[src/rtl/regfile_scoreboard.sv]
// rtl/regfile_scoreboard.sv - round-robin writeback port arbiter with register busy scoreboard
// Stalls decode on RAW/WAW hazards until the pending write has reached the register file.
module regfile_scoreboard #(
  parameter int NREG = 32,
  parameter int AW   = 5,
  parameter int DW   = 32
) (
  input  logic          clk,
  input  logic          reset,
  input  logic          issue_valid,
  input  logic [AW-1:0] issue_rs,
  input  logic [AW-1:0] issue_rt,
  input  logic          rs_used,
  input  logic          rt_used,
  input  logic [AW-1:0] issue_rd,
  input  logic          rd_wr,
  output logic          issue_stall,
  input  logic          alu_wb_req,
  input  logic [AW-1:0] alu_wb_addr,
  input  logic [DW-1:0] alu_wb_data,
  input  logic          mem_wb_req,
  input  logic [AW-1:0] mem_wb_addr,
  input  logic [DW-1:0] mem_wb_data,
  output logic          alu_wb_gnt,
  output logic          mem_wb_gnt,
  output logic          rf_wr,
  output logic [AW-1:0] rf_wr_addr,
  output logic [DW-1:0] rf_wr_data,
  output logic [5:0]    busy_count,
  output logic          wb_err
);

  typedef enum logic {PRI_MEM = 1'b0, PRI_ALU = 1'b1} pri_t;

  pri_t            pri_q;
  logic [NREG-1:0] busy_q;
  logic [NREG-1:0] busy_d;
  logic [5:0]      count_d;
  logic            any_gnt;
  logic [AW-1:0]   win_addr;
  logic [DW-1:0]   win_data;
  logic            issue_ok;
  logic            wb_err_set;

  // Grants are suppressed while reset is held so no write is accepted mid-reset.
  always_comb begin
    alu_wb_gnt = 1'b0;
    mem_wb_gnt = 1'b0;
    if (reset) begin
      if (alu_wb_req && mem_wb_req) begin
        alu_wb_gnt = (pri_q == PRI_ALU);
        mem_wb_gnt = (pri_q == PRI_MEM);
      end else begin
        alu_wb_gnt = alu_wb_req;
        mem_wb_gnt = mem_wb_req;
      end
    end
  end

  always_comb begin
    any_gnt  = alu_wb_gnt | mem_wb_gnt;
    win_addr = alu_wb_gnt ? alu_wb_addr : mem_wb_addr;
    win_data = alu_wb_gnt ? alu_wb_data : mem_wb_data;
  end

  always_comb begin
    issue_stall = reset & issue_valid &
                  ((rs_used & busy_q[issue_rs]) |
                   (rt_used & busy_q[issue_rt]) |
                   (rd_wr   & busy_q[issue_rd]));
    issue_ok    = issue_valid & ~issue_stall;
    wb_err_set  = any_gnt & (win_addr != '0) & ~busy_q[win_addr];
  end

  // Clear from the completing write first, then the new issue's set, so set wins.
  always_comb begin
    busy_d = busy_q;
    if (rf_wr)
      busy_d[rf_wr_addr] = 1'b0;
    if (issue_ok && rd_wr && (issue_rd != '0))
      busy_d[issue_rd] = 1'b1;
    busy_d[0] = 1'b0;
  end

  always_comb begin
    count_d = '0;
    for (int i = 0; i < NREG; i++)
      count_d = count_d + 6'(busy_d[i]);
  end

  always_ff @(posedge clk or negedge reset) begin
    if (!reset) begin
      pri_q      <= PRI_MEM;
      busy_q     <= '0;
      busy_count <= '0;
      rf_wr      <= 1'b0;
      rf_wr_addr <= '0;
      rf_wr_data <= '0;
      wb_err     <= 1'b0;
    end else begin
      busy_q     <= busy_d;
      busy_count <= count_d;
      rf_wr      <= any_gnt & (win_addr != '0);
      if (any_gnt) begin
        rf_wr_addr <= win_addr;
        rf_wr_data <= win_data;
      end
      if (wb_err_set)
        wb_err <= 1'b1;
      // Pointer always moves away from whoever just won.
      if (alu_wb_gnt)
        pri_q <= PRI_MEM;
      else if (mem_wb_gnt)
        pri_q <= PRI_ALU;
    end
  end

endmodule

[config.mk]
export PLATFORM = sky130hd
export DESIGN_NAME = regfile_scoreboard
export DESIGN_NICKNAME = d
export VERILOG_FILES = /design/src/rtl/regfile_scoreboard.sv
export SDC_FILE = /design/constraint.sdc
export NUM_CORES = 1
export LEC_CHECK = 0
export ABC_AREA = 0
export CAP_MARGIN = 20
export CORE_MARGIN = 5
export CORE_UTILIZATION = 47
export CTS_BUF_LIST = sky130_fd_sc_hd__clkbuf_4
export DETAILED_ROUTE_END_ITERATION = 12
export PLACE_DENSITY = 0.8
export SETUP_SLACK_MARGIN = 0.2
export SLEW_MARGIN = 0
export SYNTH_ARGS = -nofsm -noshare
export SYNTH_HDL_FRONTEND = slang
export SYNTH_SLANG_ARGS = --single-unit
[constraint.sdc]
create_clock -name clk -period 5.9 [get_ports clk]
set_input_delay 1.18 -clock clk [delete_from_list [all_inputs] [get_ports clk]]
set_output_delay 1.18 -clock clk [all_outputs]
set_load 0.01 [all_outputs]
# ---- After elaboration in Yosys (flattened, before gate mapping)
# Index checks and enable logic that the tools add are counted.
dict set report classes {
  n_bitwise 17
  n_reduce_logical 8
  mux 22
  n_lt_le_gt_ge 7
  addsub 30
}
# op n
set op_table {}
lappend op_table {{$add 6x1->6} 25}
lappend op_table {{$mux 32} 3}
lappend op_table {{$and 32x32->32} 1}
lappend op_table {{$not 32->32} 1}
lappend op_table {{$or 32x32->32} 1}
lappend op_table {{$lt 5x6->1 const B} 5}
lappend op_table {{$bmux 1 s5} 4}
lappend op_table {{$mux 1} 12}
lappend op_table {{$demux 1 s5} 2}
lappend op_table {{$ge 5x1->1 const B} 2}
lappend op_table {{$reduce_bool 5->1} 2}
lappend op_table {{$and 1x1->1} 8}
lappend op_table {{$add 5x1->6} 1}
lappend op_table {{$add 4x1->5} 1}
lappend op_table {{$logic_and 1x1->1} 5}
lappend op_table {{$mux 5} 1}
lappend op_table {{$add 3x1->4} 1}
lappend op_table {{$add 2x1->3} 1}
lappend op_table {{$not 1->1} 3}
lappend op_table {{$or 1x1->1} 3}
lappend op_table {{$add 1x1->2} 1}
lappend op_table {{$reduce_bool 2->1} 1}
dict set report totals {
  register_bits 77
  output_inout_bits 48
}

# ---- Logic depth before layout (Yosys ltp)
dict set report logic_depth {
  depth_word 41
  depth_mapped 25
  mapped_depth_nobuf 22
}

# ---- Worst setup path before layout
# OpenSTA, ideal clock, no wires.
dict set report synth_path {
  kind {in2reg}
  from {input issue_rd[1]}
  to {register busy_count[4]}
  setup_ns 0.080
  arrival_time_ns 7.221
  slack_ns -1.401
  required_time_ns 5.820
  path_stages 24
  cell_sequence {clkbuf_1 > mux2i_1 > o22ai_1 > or4_1 > o2111ai_2 > o211ai_4 > buf_6 > o41a_1 > fa_1 > inv_1 > fa_1 > inv_1 > fa_1 > inv_1 > fa_1 > fa_1 > fa_1 > inv_1 > fa_1 > inv_1 > fa_1 > a21o_1 > a21oi_1 > xnor2_1}
}
dict set report synth_between {
  elab_chain_cells 40
}
# item line
set synth_rtl {}
lappend synth_rtl {{start, declared} 15} ;# input logic [AW-1:0] issue_rd,
lappend synth_rtl {{$bmux 1 s5} 70} ;# (rd_wr & busy_q[issue_rd]));
lappend synth_rtl {{$mux 1 (not written as such)} 70}
lappend synth_rtl {{$and 1x1->1} 70}
lappend synth_rtl {{$or 1x1->1} 69} ;# (rt_used & busy_q[issue_rt]) |
lappend synth_rtl {{$and 1x1->1} 67} ;# issue_stall = reset & issue_valid &
lappend synth_rtl {{$not 1->1} 71} ;# issue_ok = issue_valid & ~issue_stall;
lappend synth_rtl {{$and 1x1->1} 71}
lappend synth_rtl {{$logic_and 1x1->1 (2 in a row)} 80} ;# if (issue_ok && rd_wr && (issue_rd != '0))
lappend synth_rtl {{$mux 32 (*)} 80}
lappend synth_rtl {{$add 1x1->2} 88} ;# count_d = count_d + 6'(busy_d[i]);
lappend synth_rtl {{$add 2x1->3} 88}
lappend synth_rtl {{$add 3x1->4} 88}
lappend synth_rtl {{$add 4x1->5} 88}
lappend synth_rtl {{$add 5x1->6} 88}
lappend synth_rtl {{$add 6x1->6 (24 in a row)} 88}
lappend synth_rtl {{$add 6x1->6 (*)} 88}
lappend synth_rtl {{net count_d[4]} 38} ;# logic [5:0] count_d;
lappend synth_rtl {{end signal, assigned} 102} ;# busy_count <= count_d;
lappend synth_rtl {{end, declared} 29} ;# output logic [5:0] busy_count,
# The timed path passes the listed nets; every way through them passes the cells marked *. The select of a mux whose other input is x is not followed.
# A chain may end at the register's enable or synchronous reset.

# ---- Worst setup path in the final report
dict set report layout_path {
  from {input issue_rs[0]}
  to {register busy_count[4]}
}
# item line
set layout_lines {}
lappend layout_lines {{start, declared} 11} ;# input logic [AW-1:0] issue_rs,
lappend layout_lines {{$bmux 1 s5} 68} ;# ((rs_used & busy_q[issue_rs]) |
lappend layout_lines {{$mux 1 (not written as such)} 68}
lappend layout_lines {{$and 1x1->1} 68}
lappend layout_lines {{$or 1x1->1} 68}
lappend layout_lines {{$or 1x1->1} 69}
lappend layout_lines {{$and 1x1->1} 67}
lappend layout_lines {{$not 1->1} 71}
lappend layout_lines {{$and 1x1->1} 71}
lappend layout_lines {{$logic_and 1x1->1 (2 in a row)} 80}
lappend layout_lines {{$mux 32} 80}
lappend layout_lines {{net busy_d[6]} 37} ;# logic [NREG-1:0] busy_d;
lappend layout_lines {{$add 5x1->6} 88}
lappend layout_lines {{$add 6x1->6 (25 in a row)} 88}
lappend layout_lines {{net count_d[4]} 38}
# The timed path passes the listed nets, and every way through them passes these cells. The select of a mux whose other input is x is not followed.

==> flow_metrics.env <==
export IMPL_grt_pass1_vias=5795
export IMPL_dp_cells=927
export IMPL_grt_usage_pct=28.3
export IMPL_postCtsHoldBufs=0
export IMPL_period_share_pct=120
export IMPL_synth_nets=698
export IMPL_grt_max_degree=76
export IMPL_grt_pass1_wl_mm=32.1
export IMPL_dp_hpwl_mm=15.8
export IMPL_critPathKind="in2reg"
export IMPL_hold_path_class="reg2reg"
export IMPL_synth_area_per_cell_um2=10.1
export IMPL_die_w_um=121
export IMPL_final_max_slew_violation_count=0
export IMPL_synth_area_leaders="dfrtp_1, mux2i_1, fa_1"
export IMPL_antenna_found_initial=1
export IMPL_synth_top_cell_area_share_pct=33.2
export IMPL_fp_dieH_um=121
export IMPL_crit_arrival_ps=7450
export IMPL_fin_worst_skew_ps=20.3
export IMPL_io_pins=145
export IMPL_synth_cells=571
export IMPL_ys_ff_latch=77
export IMPL_synth_edf_count=0
export IMPL_holdPathStages=2
export IMPL_syn_cell_area_mm2=0.00580
export IMPL_fp_dieArea_mm2=0.0147
export IMPL_drt_vias_per_instance=5.94
export IMPL_cts_made_buffers=9
export IMPL_vias=5713
export IMPL_wl_per_cell_um=21.3
export IMPL_drv_cap=0
export IMPL_start_util_pct=48.0
export IMPL_drt_total_wl_mm=20.5
export IMPL_max_freq_ghz=0.141
export IMPL_port_buffer_count=144
export IMPL_worstMarginPinSlew_ps=757
export IMPL_ys_dominant_reg_cell="dfrtp_1"
export IMPL_drc=0
export IMPL_cts_buffer_depth=2
export IMPL_rows=40
export IMPL_overflow=0
export IMPL_drtIter0Drc=604
export IMPL_firstDrtPassIters=7
export IMPL_slew_headroom_pct=49.6
export IMPL_num_nets_final=915
export IMPL_core_area_mm2=0.0121
export IMPL_layout_cells_most_common="clkdlybuf4s50_1"
export IMPL_reg2reg_depth=22
export IMPL_ys_seq_area_share_pct=33.2
export IMPL_fin_ws_ps=-1170
export IMPL_synth_largest_area_cell="dfrtp_1"
export IMPL_outcome="complete, but fails checks"
export IMPL_cts_tree="built"
export IMPL_cp_max_fo=8
export IMPL_rsz0062_at_grt="true"
export IMPL_synthDistinctLibCells=65
export IMPL_numClockSinks=77
export IMPL_end_kind="flip-flop"
export IMPL_path_clk_slew_ps=140
export IMPL_clockRootBuffer="clkbuf_4"
export IMPL_violations="setup timing"
export IMPL_setup_viol=6
export IMPL_area_delta_synth_final_pct=44.3
export IMPL_layout_common_cells="clkdlybuf4s50_1, buf_4, dfrtp_1, o21ai_0, mux2i_1"
export IMPL_clk_latency_ps=460
export IMPL_cts_htree_levels=3
export IMPL_start_kind="input pin"
export IMPL_regToRegSetupSlack_ps=-750
export IMPL_hold_violations=0
export IMPL_async_reset_ff_share_pct=100
export IMPL_worst_ep_required_time_ps=6280
export IMPL_dp_worst_setup_slack_ps=-2060
export IMPL_period_needed_ps=7070
export IMPL_drtAntennaViolNets=0
export IMPL_place_congestion=0.993
export IMPL_stdcell_count=962
export IMPL_yosys_warnings=0
export IMPL_drive_gt1_share_pct=21.9
[path summary, 6_finish.rpt]
kind                                            startpoint                         end
worst max register to register         busy_q[9]$_DFF_PN0_     busy_count[4]$_DFF_PN0_
max in group asynchronous                            reset         busy_q[4]$_DFF_PN0_
min in group asynchronous                            reset        busy_q[20]$_DFF_PN0_
worst max-delay path                           issue_rs[0]     busy_count[4]$_DFF_PN0_
worst min-delay path            rf_wr_data[21]$_DFFE_PN0P_  rf_wr_data[21]$_DFFE_PN0P_
worst min register to register  rf_wr_data[21]$_DFFE_PN0P_  rf_wr_data[21]$_DFFE_PN0P_
[logic make-up after synthesis]
kind of cell / synth area share (%)
xor gates and xnor gates: 0.453
DFF: 33.2
muxes: 16.9
buffers and inverters: 6.37
adders and majority gates: 9.46
and+or+nand+nor: 11.9
AOI/OAI and AO/OA: 21.6
[sequential cells by signal, summed over array words and instances, names as in the netlist]
register,flops
pri_q,1
rf_wr,1
busy_q,31
rf_wr_data,32
wb_err,1
rf_wr_addr,5
busy_count,6
[final cells by class]
cell class / count / area (um^2)
Multi-Input combinational cell: 416 / 3620
Clock inverter: 7 / 81.3
Timing Repair Buffer: 249 / 2320
Antenna cell: 1 / 2.50
Inverter: 35 / 131
Sequential cell: 77 / 1930
Fill cell: 950 / 3700
Clock buffer: 9 / 67.6
Tap cell: 168 / 210
[Yosys cell counts (3+ instances only)]
| cell type | instances |
|---|---|
| a211oi_1 | 3 |
| a21o_1 | 3 |
| a21oi_1 | 4 |
| a22oi_1 | 4 |
| and2_1 | 3 |
| and3_1 | 4 |
| buf_2 | 7 |
| buf_4 | 5 |
| buf_6 | 6 |
| clkbuf_1 | 25 |
| dfrtp_1 | 77 |
| fa_1 | 23 |
| ha_1 | 7 |
| inv_1 | 35 |
| mux2i_1 | 61 |
| mux4_1 | 6 |
| mux4_2 | 9 |
| nand2_1 | 51 |
| nand2b_1 | 7 |
| nand3_1 | 16 |
| nand3b_1 | 6 |
| nand4b_1 | 6 |
| nor2_1 | 7 |
| nor2b_1 | 3 |
| o211ai_1 | 8 |
| o21ai_0 | 75 |
| o22ai_1 | 6 |
| o31a_1 | 15 |
| o31ai_1 | 27 |
| o41a_1 | 5 |
| o41ai_1 | 3 |
| o41ai_2 | 3 |
| or3b_1 | 3 |
| or3b_2 | 3 |
| or4_1 | 3 |
[worst max-delay path, cell delays in order]
cell and delay, ps:
buf_8 110, buf_12 130, mux2i_2 140, mux4_2 480
mux4_2 490, nand4b_1 290, o211ai_4 240, buf_6 160
o31ai_4 60, fa_1 580, inv_2 40, fa_2 420
fa_1 540, inv_2 50, fa_2 560, fa_1 420
fa_1 450, inv_2 70, fa_2 180, inv_2 40
fa_2 340, a21o_1 200, a21oi_2 140, xnor2_1 130
[timing repair]
| action | in CTS | in global routing |
|---|---|---|
| gates resized for setup | 46 | 10 |
| setup endpoints to repair | 6 | 6 |
| pin swaps | 25 | 20 |
| gates cloned | 3 | 0 |
| setup buffers | 13 | 2 |
[per-layer routing]
layer | share of wire, % | vias up | GRT usage (%)
li1 | - | 2596 | -
met1 | 39 | 2718 | 36.2
met2 | 49 | 328 | 47.3
met3 | 8.6 | 71 | 7.74
met4 | 3.0 | 0 | 7.86
met5 | 0 | - | 0
[metrics by stage]
step	utilization [%]	area (um^2)	hold slack (ps)	TNS, ps
CTS	68.9	8310	500	-6020
global route	69.3	8360	518	-6970
detailed placement	65.7	7930	469	-11400
finish	69.3	8360	497	-6070
global placement	65.7	7930	465	-10820
floorplan	-	5820	492	-6820
Power is left out: the tool's default activity adds up to more than one toggle a clock period on the data nets, which glitch-free logic cannot reach.
